`config.mk`:
```
export PLATFORM = sky130hd
export DESIGN_NAME = accumulator_bank
export DESIGN_NICKNAME = d
export VERILOG_FILES = /design/src/rtl/tpu_pkg.sv /design/src/rtl/accumulator_bank_acc_column.sv /design/src/rtl/accumulator_bank.sv
export SDC_FILE = /design/constraint.sdc
export NUM_CORES = 1
export LEC_CHECK = 0
export CAP_MARGIN = 10
export CORE_MARGIN = 3
export CORE_UTILIZATION = 40
export DETAILED_ROUTE_END_ITERATION = 7
export PLACE_DENSITY = 0.66
export SETUP_SLACK_MARGIN = 0.5
export SKIP_CTS_REPAIR_TIMING = 1
export SLEW_MARGIN = 0
export SYNTH_ARGS = -nofsm -noshare
export SYNTH_HDL_FRONTEND = slang
export SYNTH_HIERARCHICAL = 1
export SYNTH_SLANG_ARGS = --single-unit
```
`constraint.sdc`:
```
create_clock -name clk -period 2.4 [get_ports clk]
set_input_delay 0.48 -clock clk [delete_from_list [all_inputs] [get_ports clk]]
set_output_delay 0.48 -clock clk [all_outputs]
set_load 0.01 [all_outputs]
```
`src/rtl/tpu_pkg.sv`:
```
// Shared definitions for the systolic-array output path: widths, int8 limits
// and the accumulator bank control states.
package tpu_pkg;

   localparam int PSUM_W_DEF = 16;
   localparam int INT8_MAX   = 127;
   localparam int INT8_MIN   = -128;

   typedef enum logic {
      IDLE  = 1'b0,
      ACCUM = 1'b1
   } state_e;

endpackage

```
`src/rtl/accumulator_bank_acc_column.sv`:
```
// One systolic-array output column: two row accumulators fed alternately,
// pass counting, int8 saturation and a one-cycle store pulse per finished run.
module acc_column
   import tpu_pkg::*;
#(
   parameter int PSUM_W = PSUM_W_DEF,
   parameter int ACC_W  = PSUM_W + 4
) (
   input  logic              clk,
   input  logic              rst,
   input  logic              clear_i,
   input  logic              en_i,
   input  logic [3:0]        last_pass_i,
   input  logic [PSUM_W-1:0] psum_i,
   input  logic              valid_i,
   output logic              finished_o,
   output logic              store_o,
   output logic [7:0]        mem0_o,
   output logic [7:0]        mem1_o
);

   logic signed [ACC_W-1:0] acc0_q, acc0_d;
   logic signed [ACC_W-1:0] acc1_q, acc1_d;
   logic                    row_q, row_d;
   logic [3:0]              pass_q, pass_d;
   logic                    fin_q, fin_d;
   logic                    last_q, last_d;
   logic                    store_q, store_d;
   logic [7:0]              mem0_q, mem0_d;
   logic [7:0]              mem1_q, mem1_d;

   logic signed [ACC_W-1:0] ext;
   logic                    accept;

   function automatic logic [7:0] sat8(input logic signed [ACC_W-1:0] v);
      logic signed [ACC_W-1:0] hi;
      logic signed [ACC_W-1:0] lo;
      hi = ACC_W'(INT8_MAX);
      lo = ACC_W'(INT8_MIN);
      if (v > hi)      return 8'(INT8_MAX);
      else if (v < lo) return 8'(INT8_MIN);
      else             return v[7:0];
   endfunction

   assign ext    = ACC_W'($signed(psum_i));
   assign accept = en_i && valid_i && !fin_q && !clear_i;

   always_comb begin
      acc0_d  = acc0_q;
      acc1_d  = acc1_q;
      row_d   = row_q;
      pass_d  = pass_q;
      fin_d   = fin_q;
      last_d  = 1'b0;
      store_d = 1'b0;
      mem0_d  = mem0_q;
      mem1_d  = mem1_q;
      if (clear_i) begin
         acc0_d = '0;
         acc1_d = '0;
         row_d  = 1'b0;
         pass_d = '0;
         fin_d  = 1'b0;
      end else begin
         // last_q marks the cycle after the final accept, so both sums are complete
         if (last_q) begin
            mem0_d  = sat8(acc0_q);
            mem1_d  = sat8(acc1_q);
            store_d = 1'b1;
         end
         if (accept) begin
            if (!row_q) acc0_d = acc0_q + ext;
            else        acc1_d = acc1_q + ext;
            row_d = ~row_q;
            if (row_q) begin
               pass_d = pass_q + 4'd1;
               if (pass_q == last_pass_i) begin
                  fin_d  = 1'b1;
                  last_d = 1'b1;
               end
            end
         end
      end
   end

   always_ff @(posedge clk) begin
      if (rst) begin
         acc0_q  <= '0;
         acc1_q  <= '0;
         row_q   <= 1'b0;
         pass_q  <= '0;
         fin_q   <= 1'b0;
         last_q  <= 1'b0;
         store_q <= 1'b0;
         mem0_q  <= '0;
         mem1_q  <= '0;
      end else begin
         acc0_q  <= acc0_d;
         acc1_q  <= acc1_d;
         row_q   <= row_d;
         pass_q  <= pass_d;
         fin_q   <= fin_d;
         last_q  <= last_d;
         store_q <= store_d;
         mem0_q  <= mem0_d;
         mem1_q  <= mem1_d;
      end
   end

   assign finished_o = fin_q;
   assign store_o    = store_q;
   assign mem0_o     = mem0_q;
   assign mem1_o     = mem1_q;

endmodule

```
`src/rtl/accumulator_bank.sv`:
```
// Accumulator bank between the 2x2 systolic array and the unified buffer:
// run control FSM plus one accumulating column per array output column.
module accumulator_bank
   import tpu_pkg::*;
#(
   parameter int PSUM_W = PSUM_W_DEF,
   parameter int ACC_W  = PSUM_W + 4
) (
   input  logic              clk,
   input  logic              rst,
   input  logic              start,
   input  logic [3:0]        num_passes,
   input  logic [PSUM_W-1:0] psum0,
   input  logic              psum0_valid,
   input  logic [PSUM_W-1:0] psum1,
   input  logic              psum1_valid,
   output logic [7:0]        a1_mem_0,
   output logic [7:0]        a1_mem_1,
   output logic [7:0]        a2_mem_0,
   output logic [7:0]        a2_mem_1,
   output logic              store_a1,
   output logic              store_a2,
   output logic              busy,
   output logic              done
);

   state_e     state_q, state_d;
   logic [3:0] last_pass_q, last_pass_d;
   logic       done_q, done_d;
   logic       col_en;
   logic       fin0, fin1;

   // start always wins over valids, so columns only accept on non-start cycles
   assign col_en = (state_q == ACCUM) && !start;

   always_ff @(posedge clk) begin
      if (rst) begin
         state_q     <= IDLE;
         last_pass_q <= '0;
         done_q      <= 1'b0;
      end else begin
         state_q     <= state_d;
         last_pass_q <= last_pass_d;
         done_q      <= done_d;
      end
   end

   always_comb begin
      state_d     = state_q;
      last_pass_d = last_pass_q;
      done_d      = 1'b0;
      if (start) begin
         state_d     = ACCUM;
         last_pass_d = (num_passes == 4'd0) ? 4'd0 : num_passes - 4'd1;
      end else if (state_q == ACCUM && fin0 && fin1) begin
         state_d = IDLE;
         done_d  = 1'b1;
      end
   end

   always_comb begin
      busy = (state_q == ACCUM);
      done = done_q;
   end

   acc_column #(.PSUM_W(PSUM_W), .ACC_W(ACC_W)) u_col0 (
      .clk         (clk),
      .rst         (rst),
      .clear_i     (start),
      .en_i        (col_en),
      .last_pass_i (last_pass_q),
      .psum_i      (psum0),
      .valid_i     (psum0_valid),
      .finished_o  (fin0),
      .store_o     (store_a1),
      .mem0_o      (a1_mem_0),
      .mem1_o      (a1_mem_1)
   );

   acc_column #(.PSUM_W(PSUM_W), .ACC_W(ACC_W)) u_col1 (
      .clk         (clk),
      .rst         (rst),
      .clear_i     (start),
      .en_i        (col_en),
      .last_pass_i (last_pass_q),
      .psum_i      (psum1),
      .valid_i     (psum1_valid),
      .finished_o  (fin1),
      .store_o     (store_a2),
      .mem0_o      (a2_mem_0),
      .mem1_o      (a2_mem_1)
   );

endmodule

```
==> metrics.md <==
| Metric | Value |
|---|---|
| First-pass GRT wire length | `46.8 mm` |
| Antenna violations before repair | `0` |
| Worst slew margin relative to its limit | `approximately half` |
| CTS H-Tree Depth | `4` |
| Worst path bufs/invs | `1` |
| Die ar. | `around 0.025 sq mm` |
| Gate Count Post-Synth | `approximately 1100` |
| Chip height | `between 150 and 200 um` |
| Register bit total from synthesis | `134` |
| Cell area power density | `404 mW/mm^2` |
| Placement Rows | `54` |
| Endpoint of the worst register-to-register path | `u_col0/acc0_q[17]$_SDFFE_PP0P_` |
| CTS Root Cell | `clkbuf_16` |
| Largest vdd supply drop | `about 0.33 mV` |
| Post-detailed-route count of antenna-violating nets | `0` |
| Async SR Flop Fraction | `0%` |
| Boundary Pins | `77` |
| Cell family with the largest share of critical-path delay | `compound AO/OA/AOI/OAI gates` |
| HPWL after detailed placement | `~22 mm` |
| Endpoints failing setup | `0` |
| Buffer depth of the longest clock path | `2` |
| Min-delay src | `rst` |
| Largest fanout on the critical path | `3` |
| Required @ worst endpoint | `~2.8 ns` |
| Post-route worst setup slack | `approximately 0.13 ns` |
| Count of endpoints failing hold in the final timing report | `0` |
| Number of buffer cells added on primary ports | `76` |
| Post-detailed-route via-to-cell ratio | `5.83` |
| Mean cell area of the mapped netlist | `approximately 8 sq um` |
| Setup repair after global routing missed its margin | `yes` |
| Hold depth | `2` |
| Largest cells by area after synthesis | `dfxtp_1 (29%), ha_1 (11%), a21oi_1 (7.0%)` |
| Area growth from synthesis to layout | `59.9%` |
| Worst Setup Start Kind | `flop` |
| Final setup skew | `~0.008 ns` |
| Clock slew at the register clock pins of the worst setup and hold paths | `0.06 ns` |
| Overall die width | `around 160 um` |
| Post-synthesis cell type count | `between 80 and 90` |
| Final Max Slew Viols | `0` |
| Reg2Reg Launch Point | `u_col0/acc0_q[6]$_SDFFE_PP0P_` |
| Total routed wirelength | `approximately 31 mm` |
| Cell type contributing the most total cell area after synthesis | `dfxtp_1` |
| Largest net degree at the start of global routing | `35` |
| Flop-to-flop setup slack | `~0.13 ns` |
| Sequential cell area fraction in the yosys report | `a little under 30%` |
| Clock sinks | `~130` |
| PnR Total Power | `approximately 6 mW` |
| Number of antenna cells inserted | `0` |
| Worst-case hold slack | `between 0.3 and 0.4 ns` |
| Worst slack, placed | `-0.697 ns` |
| Crit share post-route | `between 90% and 100%` |
| Post-synth net total | `1258` |
| Placer congestion estimate | `between 0.9 and 1` |
| Clock tree from TritonCTS | `yes` |
| Via count of the first global-routing pass | `approximately 9500` |
| Clock Latency Late Sink | `between 0.4 and 0.5 ns` |
| Core region area | `between 0.02 and 0.025 sq mm` |
| Kind of path behind the tightest hold check | `input port to flop` |
| Post-route cell area | `~0.015 sq mm` |
| Yosys Warn Count | `6` |
| Status | `complete, no violations` |
| Clock buffers created by TritonCTS | `17` |
| Arrival time of data at the critical path endpoint | `around 2.6 ns` |
| Ordered list of cells on the worst path | `ha_4 -> a2111oi_4 -> o21ai_4 -> a41oi_4 -> buf_6 -> a21oi_4 -> a31oi_1 -> mux2_2 -> o22ai_2` |
| # DRC | `0` |
| Fin crit period | `about 2.3 ns` |
| CP Class | `flop to flop` |
| Max frequency | `0.441 GHz` |
| Final global-route overflow total | `0` |
| Worst r2r path cells | `9` |
| Most common cell after layout, fill and taps aside | `buf_4` |
| Commonest non-fill, non-tap cells in the layout | `buf_4 (269), nand2_1 (126), dfxtp_1 (103)` |
| End of the worst hold path | `busy$_SDFFE_PP0P_` |
| Share of the synthesized area in the top cell type | `between 20% and 30%` |
| Maximum single-stage delay on the critical path | `about 0.38 ns` |
| Standard cell area after detailed placement | `roughly 0.013 sq mm` |
| Cell with the largest stage delay on the worst path | `a2111oi_4` |
| Initial core utilization | `between 40% and 50%` |
| Detailed-router iteration count before antenna repair | `6` |
| Via count | `approximately 10000` |
| Critical path endpoint category | `flop` |
| Number of nets in the final layout | `1597` |
| Cell area after technology mapping | `0.00911 sq mm` |
| Proportion of layout cells with a drive suffix above 1 | `around 39%` |
| Static leakage | `6.07 nW` |
| WL per Instance | `roughly 18 um` |
| Ys flop type | `dfxtp_1` |
| Count of routing violations after the opening detailed-route iteration | `around 720` |
| Aggregate global-route resource usage | `between 20% and 30%` |
| Actual transition at the worst max-transition pin | `around 0.75 ns` |
| Number of flops mapped to enable cells by yosys | `0` |
| Count of maximum capacitance violations | `0` |
registers in the layout, summed over array words and instances (netlist names):
signal             cells
busy                   1
done                   1
last_pass_q            4
u_col0/acc0_q         20
u_col0/acc1_q         20
u_col0/finished_o      1
u_col0/last_q          1
u_col0/mem0_o          8
u_col0/mem1_o          8
u_col0/pass_q          4
u_col0/row_q           1
u_col0/store_o         1
u_col1/acc0_q         20
u_col1/acc1_q         20
u_col1/finished_o      1
u_col1/last_q          1
u_col1/mem0_o          8
u_col1/mem1_o          8
u_col1/pass_q          4
u_col1/row_q           1
u_col1/store_o         1
metrics by stage:
| stage | setup TNS [ns] | instances | utilization, % |
|---|---|---|---|
| 3_3_place_gp | -21.28 | 1699 | 57.2 |
| 5_1_grt | 0 | 1767 | 65.9 |
| 6_report | 0 | 1767 | 65.9 |
| 2_1_floorplan | 0 | 1135 | - |
| 3_5_place_dp | -22.58 | 1699 | 57.2 |
| 4_1_cts | -2.25 | 1731 | 59.9 |
logic make-up after synthesis:
logic type	synth area share [%]
adder cells (fa/ha/maj)	11.6
buffers and inverters	2.97
flip-flops	29.4
AO/OA/AOI/OAI	28.4
multiplexers	1.02
AND/OR/NAND/NOR	21.4
XOR/XNOR	5.19
area by class of cell:
cell class	count	area [sq um]
Clock buffer	17	425
Clock inverter	15	191
Fill cell	1717	7530
Inverter	13	48.8
Multi-Input combinational cell	936	7610
Sequential cell	134	2750
Tap cell	280	350
Timing Repair Buffer	372	3190
cells in the mapped netlist, drive strengths merged (3+ instances only):
master and number:
a21oi 133, a311oi 4, fa 4, a31o 3, o31ai 8, and2 6
nor2 71, inv 13, nand2 137, a21o 38, xor2 22, a31oi 16
nor4 22, buf 13, o311ai 4, o21ai 85, nand4 28, ha 78
o22ai 4, a41oi 4, nand2b 10, or2 3, nand3 45, dfxtp 134
or4 6, and3 20, o211ai 11, a2111oi 7, clkbuf 39, or3 10
o21a 12, nor3 18, a211oi 24, a221oi 4, xnor2 32, mux2i 7
nor2b 9, nand3b 4, a211o 11, o21bai 13
power by group:
part	leakage (nW)	switching (mW)	total, mW	internal, mW
sequential	1.10	0.0142	2.24	2.22
clock	0.297	1.15	2.81	1.66
combinational	4.67	0.432	0.842	0.410
total	6.07	1.59	5.89	4.29
worst max-delay path by stage:
stage                                       start                             end  slack [ns]  cells after the start
finish              u_col0/acc0_q[6]$_SDFFE_PP0P_  u_col0/acc0_q[17]$_SDFFE_PP0P_        0.13                      9
global route        u_col0/acc0_q[1]$_SDFFE_PP0P_  u_col0/acc0_q[19]$_SDFFE_PP0P_        0.04                     10
CTS                                      psum0[0]  u_col0/acc0_q[12]$_SDFFE_PP0P_       -0.26                     10
detailed placement                       psum0[0]  u_col0/acc0_q[12]$_SDFFE_PP0P_       -0.70                     10
global placement                         psum0[0]  u_col0/acc0_q[12]$_SDFFE_PP0P_       -0.65                     10
floorplan                                psum0[0]  u_col0/acc0_q[12]$_SDFFE_PP0P_        0.04                      9
routing by layer:
metal / vias to the layer above / GRT usage, % / routed length [um]
li1: 4925 / - / -
met1: 4969 / 32.4 / 14500
met2: 339 / 37.2 / 14800
met3: 60 / 3.55 / 1610
met4: 0 / 5.29 / 536
met5: - / 0 / 0
(Power assumes the default switching activity.)
